[config.mk]
export PLATFORM = sky130hd
export DESIGN_NAME = mem_access
export DESIGN_NICKNAME = d
export VERILOG_FILES = /design/src/rtl/mem_access.sv
export SDC_FILE = /design/constraint.sdc
export NUM_CORES = 1
export LEC_CHECK = 0
export BUFFER_PORTS_ARGS = -buffer_cell sky130_fd_sc_hd__buf_2
export CORE_MARGIN = 2
export CORE_UTILIZATION = 40
export DETAILED_ROUTE_END_ITERATION = 12
export GPL_TIMING_DRIVEN = 0
export PLACE_DENSITY = 0.73
export SLEW_MARGIN = 20
export SYNTH_ARGS = -nofsm -noshare
export SYNTH_HDL_FRONTEND = slang
export SYNTH_SLANG_ARGS = --single-unit
[constraint.sdc]
create_clock -name clk -period 4.34 [get_ports clk]
set_input_delay 0.434 -clock clk [delete_from_list [all_inputs] [get_ports clk]]
set_output_delay 0.434 -clock clk [all_outputs]
set_load 0.02 [all_outputs]
[src/rtl/mem_access.sv]
`default_nettype none
// ============================================================================
//  Module   : mem_access
//  Purpose  : Pipeline memory stage ahead of writeback. Issues word-aligned
//             load/store requests to a synchronous data memory, builds byte
//             enables and lane-aligned store data, and splits accesses that
//             cross a word boundary into two beats. The stage payload is
//             registered so it reaches writeback together with read data.
//  Ports    : clk, rst (sync, active-high), halt (freeze)
//             bubble_in/opcode_in/is_load_in/is_store_in/addr_in/
//             store_data_in/tgt_in_1/2/alu_result_1/2_in/exc_in/sideband_in
//                 - incoming op from execute
//             stall_out                    - hold upstream during beat 1
//             mem_addr/mem_re/mem_we/mem_wdata - combinational memory request
//             *_out payload                - registered payload to writeback
//  Revision : 1.0 - initial release
// ============================================================================
module mem_access #(
    parameter int SIDEBAND_W = 8,
    parameter bit SPLIT_EN   = 1'b1
) (
    input  logic                  clk,
    input  logic                  rst,
    input  logic                  halt,
    input  logic                  bubble_in,
    input  logic [4:0]            opcode_in,
    input  logic                  is_load_in,
    input  logic                  is_store_in,
    input  logic [31:0]           addr_in,
    input  logic [31:0]           store_data_in,
    input  logic [4:0]            tgt_in_1,
    input  logic [4:0]            tgt_in_2,
    input  logic [31:0]           alu_result_1_in,
    input  logic [31:0]           alu_result_2_in,
    input  logic [7:0]            exc_in,
    input  logic [SIDEBAND_W-1:0] sideband_in,
    output logic                  stall_out,
    output logic [31:0]           mem_addr,
    output logic                  mem_re,
    output logic [3:0]            mem_we,
    output logic [31:0]           mem_wdata,
    output logic                  bubble_out,
    output logic [4:0]            opcode_out,
    output logic                  is_load_out,
    output logic                  is_store_out,
    output logic                  is_misaligned_out,
    output logic [31:0]           addr_out,
    output logic [4:0]            tgt_out_1,
    output logic [4:0]            tgt_out_2,
    output logic [31:0]           alu_result_1_out,
    output logic [31:0]           alu_result_2_out,
    output logic [7:0]            exc_out,
    output logic [SIDEBAND_W-1:0] sideband_out
);

    typedef enum logic [0:0] {
        ST_ONE    = 1'b0,
        ST_SPLIT2 = 1'b1
    } state_t;

    localparam logic [7:0] c_EXC_MISALIGNED = 8'h04;

    state_t r_state;
    state_t w_state_nxt;

    // Captured copy of a split op, replayed for beat 2.
    logic [4:0]            r_h_opcode;
    logic                  r_h_is_load;
    logic                  r_h_is_store;
    logic [31:0]           r_h_addr;
    logic [31:0]           r_h_data;
    logic [4:0]            r_h_tgt_1;
    logic [4:0]            r_h_tgt_2;
    logic [31:0]           r_h_alu_1;
    logic [31:0]           r_h_alu_2;
    logic [SIDEBAND_W-1:0] r_h_sideband;

    // Operation currently driving the request: live input in ONE, hold regs in SPLIT2.
    logic [4:0]  w_opc;
    logic        w_ld;
    logic        w_st;
    logic [31:0] w_addr;
    logic [31:0] w_data;
    logic [3:0]  w_mask;
    logic [1:0]  w_off;
    logic [7:0]  w_lanes;
    logic [5:0]  w_sh;
    logic        w_mem_op;
    logic        w_misaligned;
    logic        w_active;
    logic        w_split;
    logic        w_mis_flag;
    logic [31:0] w_mem_addr;
    logic        w_mem_re;
    logic [3:0]  w_mem_we;
    logic [31:0] w_mem_wdata;
    logic        w_stall;

    assign w_opc  = (r_state == ST_SPLIT2) ? r_h_opcode   : opcode_in;
    assign w_ld   = (r_state == ST_SPLIT2) ? r_h_is_load  : is_load_in;
    assign w_st   = (r_state == ST_SPLIT2) ? r_h_is_store : is_store_in;
    assign w_addr = (r_state == ST_SPLIT2) ? r_h_addr     : addr_in;
    assign w_data = (r_state == ST_SPLIT2) ? r_h_data     : store_data_in;

    always_comb begin
        w_mask = 4'h0;
        if (w_opc >= 5'd3 && w_opc <= 5'd5)       w_mask = 4'hf;
        else if (w_opc >= 5'd6 && w_opc <= 5'd8)  w_mask = 4'h3;
        else if (w_opc >= 5'd9 && w_opc <= 5'd11) w_mask = 4'h1;
    end

    // Lanes 7:4 of the shifted mask belong to the next word; any bit there
    // means the access crosses a word boundary.
    assign w_off        = w_addr[1:0];
    assign w_lanes      = {4'b0000, w_mask} << w_off;
    assign w_sh         = 6'd32 - {1'b0, w_off, 3'b000};
    assign w_mem_op     = (w_mask != 4'h0) && (w_ld || w_st);
    assign w_misaligned = w_mem_op && (w_lanes[7:4] != 4'h0);
    assign w_active     = !bubble_in && (exc_in == 8'h00);
    assign w_split      = (r_state == ST_ONE) && w_active && w_misaligned && (SPLIT_EN == 1'b1);
    assign w_mis_flag   = (r_state == ST_ONE) && w_active && w_misaligned && (SPLIT_EN == 1'b0);

    always_comb begin
        w_state_nxt = r_state;
        w_mem_addr  = {w_addr[31:2], 2'b00};
        w_mem_re    = 1'b0;
        w_mem_we    = 4'h0;
        w_mem_wdata = w_data << {w_off, 3'b000};
        w_stall     = 1'b0;
        case (r_state)
            ST_ONE: begin
                if (w_active && !w_mis_flag) begin
                    w_mem_re = w_ld;
                    if (w_st) w_mem_we = w_lanes[3:0];
                end
                w_stall = w_split;
                if (w_split) w_state_nxt = ST_SPLIT2;
            end
            ST_SPLIT2: begin
                w_mem_addr  = {w_addr[31:2], 2'b00} + 32'd4;
                w_mem_re    = w_ld;
                if (w_st) w_mem_we = w_lanes[7:4];
                w_mem_wdata = w_data >> w_sh;
                w_state_nxt = ST_ONE;
            end
            default: w_state_nxt = ST_ONE;
        endcase
        // A frozen cycle must not repeat a write that is re-issued on release.
        if (halt) w_mem_we = 4'h0;
        if (rst) begin
            w_mem_re = 1'b0;
            w_mem_we = 4'h0;
            w_stall  = 1'b0;
        end
    end

    assign mem_addr  = w_mem_addr;
    assign mem_re    = w_mem_re;
    assign mem_we    = w_mem_we;
    assign mem_wdata = w_mem_wdata;
    assign stall_out = w_stall;

    always_ff @(posedge clk) begin
        if (rst) begin
            r_state           <= ST_ONE;
            bubble_out        <= 1'b1;
            opcode_out        <= '0;
            is_load_out       <= 1'b0;
            is_store_out      <= 1'b0;
            is_misaligned_out <= 1'b0;
            addr_out          <= '0;
            tgt_out_1         <= '0;
            tgt_out_2         <= '0;
            alu_result_1_out  <= '0;
            alu_result_2_out  <= '0;
            exc_out           <= '0;
            sideband_out      <= '0;
            r_h_opcode        <= '0;
            r_h_is_load       <= 1'b0;
            r_h_is_store      <= 1'b0;
            r_h_addr          <= '0;
            r_h_data          <= '0;
            r_h_tgt_1         <= '0;
            r_h_tgt_2         <= '0;
            r_h_alu_1         <= '0;
            r_h_alu_2         <= '0;
            r_h_sideband      <= '0;
        end else if (!halt) begin
            r_state <= w_state_nxt;
            if (r_state == ST_SPLIT2) begin
                // Beat 2 carries the merged result to writeback.
                bubble_out        <= 1'b0;
                opcode_out        <= r_h_opcode;
                is_load_out       <= r_h_is_load;
                is_store_out      <= r_h_is_store;
                is_misaligned_out <= 1'b0;
                addr_out          <= r_h_addr;
                tgt_out_1         <= r_h_tgt_1;
                tgt_out_2         <= r_h_tgt_2;
                alu_result_1_out  <= r_h_alu_1;
                alu_result_2_out  <= r_h_alu_2;
                exc_out           <= 8'h00;
                sideband_out      <= r_h_sideband;
            end else begin
                // Beat 1 of a split goes out as a bubble so writeback only buffers it.
                bubble_out        <= bubble_in | w_split;
                opcode_out        <= opcode_in;
                is_load_out       <= is_load_in;
                is_store_out      <= is_store_in;
                is_misaligned_out <= w_split | w_mis_flag;
                addr_out          <= addr_in;
                tgt_out_1         <= tgt_in_1;
                tgt_out_2         <= tgt_in_2;
                alu_result_1_out  <= alu_result_1_in;
                alu_result_2_out  <= alu_result_2_in;
                exc_out           <= w_mis_flag ? c_EXC_MISALIGNED : exc_in;
                sideband_out      <= sideband_in;
                if (w_split) begin
                    r_h_opcode   <= opcode_in;
                    r_h_is_load  <= is_load_in;
                    r_h_is_store <= is_store_in;
                    r_h_addr     <= addr_in;
                    r_h_data     <= store_data_in;
                    r_h_tgt_1    <= tgt_in_1;
                    r_h_tgt_2    <= tgt_in_2;
                    r_h_alu_1    <= alu_result_1_in;
                    r_h_alu_2    <= alu_result_2_in;
                    r_h_sideband <= sideband_in;
                end
            end
        end
    end

endmodule
`default_nettype wire

==> out/metrics.cfg, run 1 <==
[critical_path]
cp.required_ps=3910
crit_path_end_kind=primary output
crit_type=reg2out
cp_max_fo=10
worstSetupStartpointType=flip-flop
crit_arrival_ps=3800

[logic_synthesis]
yosysTopAreaCellShare=0.380
synth_area_um2=15000
postSynthCellCount=1756
synth_common_cells=nand2b_1 (309), mux2i_1 (291), dfxtp_1 (284)
synth_ff_type=dfxtp_1
synth_area_leaders=dfxtp_1 (38%), mux2i_1 (19%), nand2b_1 (13%)
ys_seq_elements=284
synthDistinctLibCells=67
synthArstFlopShare=0
seq_area_frac_synth=0.380
synth_edf_count=0
yosys.area.top_type=dfxtp_1
synth_warnings=0
yosysMostFrequentCell=nand2b_1
avgSynthCellArea_um2=8.53

[global_route]
grt_max_degree=13
grt_pass1_vias=14144
antenna_found_initial=13
grt.overflow.total=0
grtUsageTotal=0.265
grt_pass1_wl_mm=80.1

[timing]
setup_ws_ps=104
slew_headroom=0.289
drv_slew=0
hold_violations=0
holdWs_ps=132
skew_ps=18.2
rsz0062_at_grt=no
fin_crit_ps=4240
period_share=0.976
setup_tns_ps=0
finalSetupViolCount=0
tightestPinTransition_ps=1040
max_freq_mhz=236

[die]
die_w_um=197
die_area_um2=39000
start_util=0.408
dieHeight_um=197
core_um2=36700
num_rows=70
ios=366

[clock_tree]
clk_pin_slew_worst_paths_ps=50
cts_buffers=35
htreeDepth=2
ctsRootBufferMaster=clkbuf_16
clk_latency_ps=560
tritoncts=done
cts_sinks=284
clock_path_buffers=3
cts_hold_buf=0

[routing]
drtIter0Drc=841
wl_per_cell_um=20.1
drc_errors=0
ant_nets=0
viasPerCell=5.41
routed_wirelength_mm=53.4
first_pass_iters=5
vias=14385

[placed_design]
postPlaceCellArea_um2=17400
gp_congestion=0.918
numPortBuffers=360
post-dp-hpwl_mm=39.5
post-place-ws_ps=-1350

[pwr]
p_leak_nw=7.21
power_density_nw_per_um2=345
irDropWorstVdd_mv=0.297

[flow_run]
drv_cap=0

[finish]
syn_to_final_growth_pct=24.7
fin_area_um2=18700
final_nets=2326
num-fill-cells=3481
drive_gt1_frac=0.224

[status]
outcome=finished, final reports clean

[hold_path]
hold_path_class=in2reg

report_power, final:
part	switching, mW	internal [mW]	total [mW]
combinational	0.552	0.313	0.865
sequential	0.0331	2.67	2.71
clock	1.21	1.66	2.87
total	1.80	4.65	6.44
kinds of logic (layout without fill, tap and decap cells):
group / Yosys count / in the layout / synth area share
AO/OA/AOI/OAI: 279 / 279 / 0.113
XOR/XNOR: 20 / 20 / 0.0117
adder cells (fa/ha/maj): 2 / 2 / 0.00167
buffers and inverters: 148 / 574 / 0.0470
flip-flops: 284 / 284 / 0.380
multiplexers: 297 / 297 / 0.199
other: 1 / 9 / 0.000250
AND/OR/NAND/NOR: 725 / 725 / 0.247
timing repair:
item,4_1_cts,5_1_grt
endpoints found under the setup margin,49,20
pin swaps,3,4
hold endpoints to repair,0,0
resized for setup,35,11
buffers inserted,4,3
cell usage in the layout (no fill, tap or decap), types with 5 or more instances in the layout:
cell	count
buf_2	371
nand2b_1	309
mux2i_1	291
dfxtp_1	284
nor2_1	275
a21oi_1	151
clkbuf_1	88
nand2_1	59
clkbuf_16	37
nand3_1	29
a22oi_1	26
buf_4	21
o21ai_0	19
a22o_1	12
buf_1	11
o22ai_1	11
xor2_1	11
buf_6	10
a31oi_1	10
inv_1	9
xnor2_1	9
nand4_1	8
diode_2	7
a211oi_1	7
clkinv_2	7
or3_1	6
o21ai_1	6
mux2_2	5
worst max-delay path, cell delays in order, from the launching register on:
cell,delay (ps)
dfxtp_1,340
buf_6,150
buf_12,160
mux2_2,430
buf_2,260
inv_4,180
ha_1,320
or3b_4,440
a21oi_4,170
buf_4,220
nand2_1,90
o221ai_1,70
o2bb2ai_1,230
buf_4,210
layer usage:
layer  wire [um]  global-route usage  up-vias
li1            -                   -     6833
met1       21800               0.316     6804
met2       24500               0.440      593
met3        5030              0.0845      141
met4        2000               0.113       14
met5          90                   0        -
path summary, 6_finish.rpt:
path	from	endpoint	slack [ps]	cells after the start
min reg2reg	opcode_out[2]	opcode_out[2]	470	2
max	is_misaligned_out	mem_wdata[31]	100	13
min	exc_in[1]	exc_out[1]	130	3
max reg2reg	is_misaligned_out	r_h_data[8]	1540	10
registers in the layout (all words and copies together), names as in the netlist, 8 cells and up:
name,flops
alu_result_1_out,32
r_h_sideband,8
r_h_addr,32
exc_out,8
r_h_alu_1,32
addr_out,32
r_h_data,32
r_h_alu_2,32
alu_result_2_out,32
sideband_out,8
stage by stage:
| stage | cells | util | power (mW) |
|---|---|---|---|
| after global routing | 2654 | 0.509 | 6.67 |
| after floorplan | 1757 | - | 3.26 |
| after CTS | 2649 | 0.507 | 6.50 |
| after detailed placement | 2585 | 0.473 | 3.61 |
| after global placement | 2585 | 0.473 | 3.60 |
| final | 2658 | 0.509 | 6.44 |
layout make-up:
| cell class | count | area, um2 | area share |
|---|---|---|---|
| diodes | 7 | 17.5 | 0.000938 |
| plain buffers | 134 | 721 | 0.0386 |
| clock buffers | 47 | 982 | 0.0526 |
| clock inverters | 14 | 121 | 0.00650 |
| inverters | 12 | 47.5 | 0.00255 |
| multi-input cells | 1325 | 8660 | 0.463 |
| flip-flops and latches | 284 | 5690 | 0.304 |
| well taps | 468 | 586 | 0.0313 |
| repair buffers | 367 | 1860 | 0.0997 |
(Power assumes the default switching activity.)
==> run 2, diff against run 1 <==
==> constraint.sdc (replaced) <==
create_clock -name clk -period 4.34 [get_ports clk]
set_input_delay 1.302 -clock clk [delete_from_list [all_inputs] [get_ports clk]]
set_output_delay 1.302 -clock clk [all_outputs]
set_load 0.02 [all_outputs]
==> out/metrics.cfg, run 2 (synthesized netlist as in run 1, its figures left out) <==
[status]
outcome=complete, but fails checks
violations=setup timing

[finish]
final_common_cell=buf_2
syn_to_final_growth_pct=33.5
layout.cells.non_filler=2711  ; +2.0%
fin_area_um2=20000  ; +7.1%
drive_gt1_frac=0.281  ; +0.0574
final_cell_mix=buf_2 (322), nand2b_1 (308), mux2i_1 (286)
fin_util=0.545  ; +0.0359
final_nets=2374  ; +2.1%

[placed_design]
gp_congestion=0.959  ; +4.4%
post-dp-hpwl_mm=41.8  ; +5.8%
post-place-ws_ps=-1080  ; +273 ps
postPlaceCellArea_um2=17600  ; +1.2%
dp.cells=2585  ; unchanged
numPortBuffers=360  ; unchanged

[global_route]
grt_max_degree=20  ; +7
grtUsageTotal=0.280  ; +0.0144
grt.overflow.total=0  ; unchanged
grt_pass1_vias=14707  ; +4.0%
antenna_found_initial=13  ; unchanged
grt_pass1_wl_mm=85.0  ; +6.1%

[timing]
holdWs_ps=474  ; +343 ps
setup_tns_ps=-2270  ; -2270 ps
skew_ps=10.2  ; -8.00 ps
max_freq_mhz=217  ; -8.1%
drv_slew=0  ; unchanged
hold_violations=0  ; unchanged
tightestPinTransition_ps=1030  ; -13.0 ps
finalSetupViolCount=16  ; +16
slew_headroom=0.316  ; +0.0266
fin_crit_ps=4610  ; +374 ps
rsz0062_at_grt=yes
period_share=1.06  ; +0.0861
setup_ws_ps=-270  ; -374 ps

[critical_path]
worstSetupStartpointType=primary input
crit_start=addr_in[1]
cp.required_ps=3040  ; -870 ps
r2r_start=is_misaligned_out
cp_max_fo=7  ; -3
crit_type=in2out
crit_arrival_ps=3310  ; -490 ps
crit_path_end_kind=primary output

[routing]
wl_per_cell_um=20.9  ; +3.9%
first_pass_iters=7  ; +2
viasPerCell=5.47  ; +1.1%
drc_errors=0  ; unchanged
drtIter0Drc=1008  ; +20%
ant_nets=0  ; unchanged
vias=14835  ; +3.1%
routed_wirelength_mm=56.6  ; +6.0%

[pwr]
irDropWorstVdd_mv=0.285  ; -4.1%
power_density_nw_per_um2=328  ; -4.8%
p_total_mw=6.57  ; +1.9%
p_leak_nw=7.76  ; +7.5%

[hold_path]
hp-start=opcode_out[2]
hold_path_class=reg2reg

[die]
core_um2=36700  ; unchanged
start_util=0.408  ; unchanged
ios=366  ; unchanged
dieHeight_um=197  ; unchanged
die_w_um=197  ; unchanged
die_area_um2=39000  ; unchanged
num_rows=70  ; unchanged

[clock_tree]
clk_latency_ps=530  ; -30 ps
htreeDepth=2  ; unchanged
cts_buffers=35  ; unchanged
clock_path_buffers=3  ; unchanged
clk_pin_slew_worst_paths_ps=50  ; about the same
cts_sinks=284  ; unchanged
ctsRootBufferMaster=clkbuf_16
tritoncts=done

[flow_run]
drv_cap=0  ; unchanged

==> run 2: changes by cell type in the layout (fill, tap and decap cells not counted), moves of 10 or more <==
cell	before	now
buf_4	21	82
o21ai_2	1	12
buf_6	10	44
o21ai_0	19	9
clkbuf_1	88	78
buf_2	371	322
==> run 2: what timing repair did <==
item,4_1_cts,5_1_grt
setup endpoints to repair,66,56
buffers inserted,36,23
pin swaps,29,50
gates cloned,1,1
resized for setup,128,111
hold buffers,0,0
==> run 2: final cells by class <==
type                            count  area [um2]
Antenna cell                       11        27.5
Sequential cell                   284        5690
Clock buffer                       50         992
Fill cell                        3329       16700
Multi-Input combinational cell   1325        9200
Tap cell                          468         586
Inverter                           12        70.1
Buffer                            128         721
Timing Repair Buffer              421        2590
Clock inverter                     12         128
==> run 2: worst paths after layout <==
check	slack (ps)	cells past startpoint	to
setup / recovery	-270	11	mem_wdata[30]
hold / removal	470	2	opcode_out[2]
setup reg to reg	1380	11	r_h_data[25]
hold reg to reg	470	2	opcode_out[2]
==> run 2: layer usage <==
layer | vias to the layer above | global-route usage | part of all wire | wire length [um]
li1 | 6946 | - | - | -
met1 | 7066 | 0.341 | 0.40 | 22700
met2 | 663 | 0.472 | 0.47 | 26400
met3 | 152 | 0.0700 | 0.088 | 4980
met4 | 8 | 0.113 | 0.042 | 2380
met5 | - | 0 | 0.00090 | 51
==> run 2: power breakdown <==
| group | switching, mW | total, mW | leakage, nW | internal (mW) |
|---|---|---|---|---|
| Sequential | 0.0376 | 2.71 | 2.31 | 2.67 |
| Combinational | 0.592 | 0.972 | 4.89 | 0.380 |
| Clock | 1.16 | 2.88 | 0.551 | 1.72 |
| Total | 1.79 | 6.57 | 7.76 | 4.77 |
==> run 2: worst max-delay path: stages <==
cell	delay [ps]
buf_8	100
mux2_4	290
clkinvlp_4	110
ha_4	210
or3b_4	400
a21oi_4	210
buf_12	140
a22o_1	130
a31oi_1	50
o21ai_2	210
buf_6	150
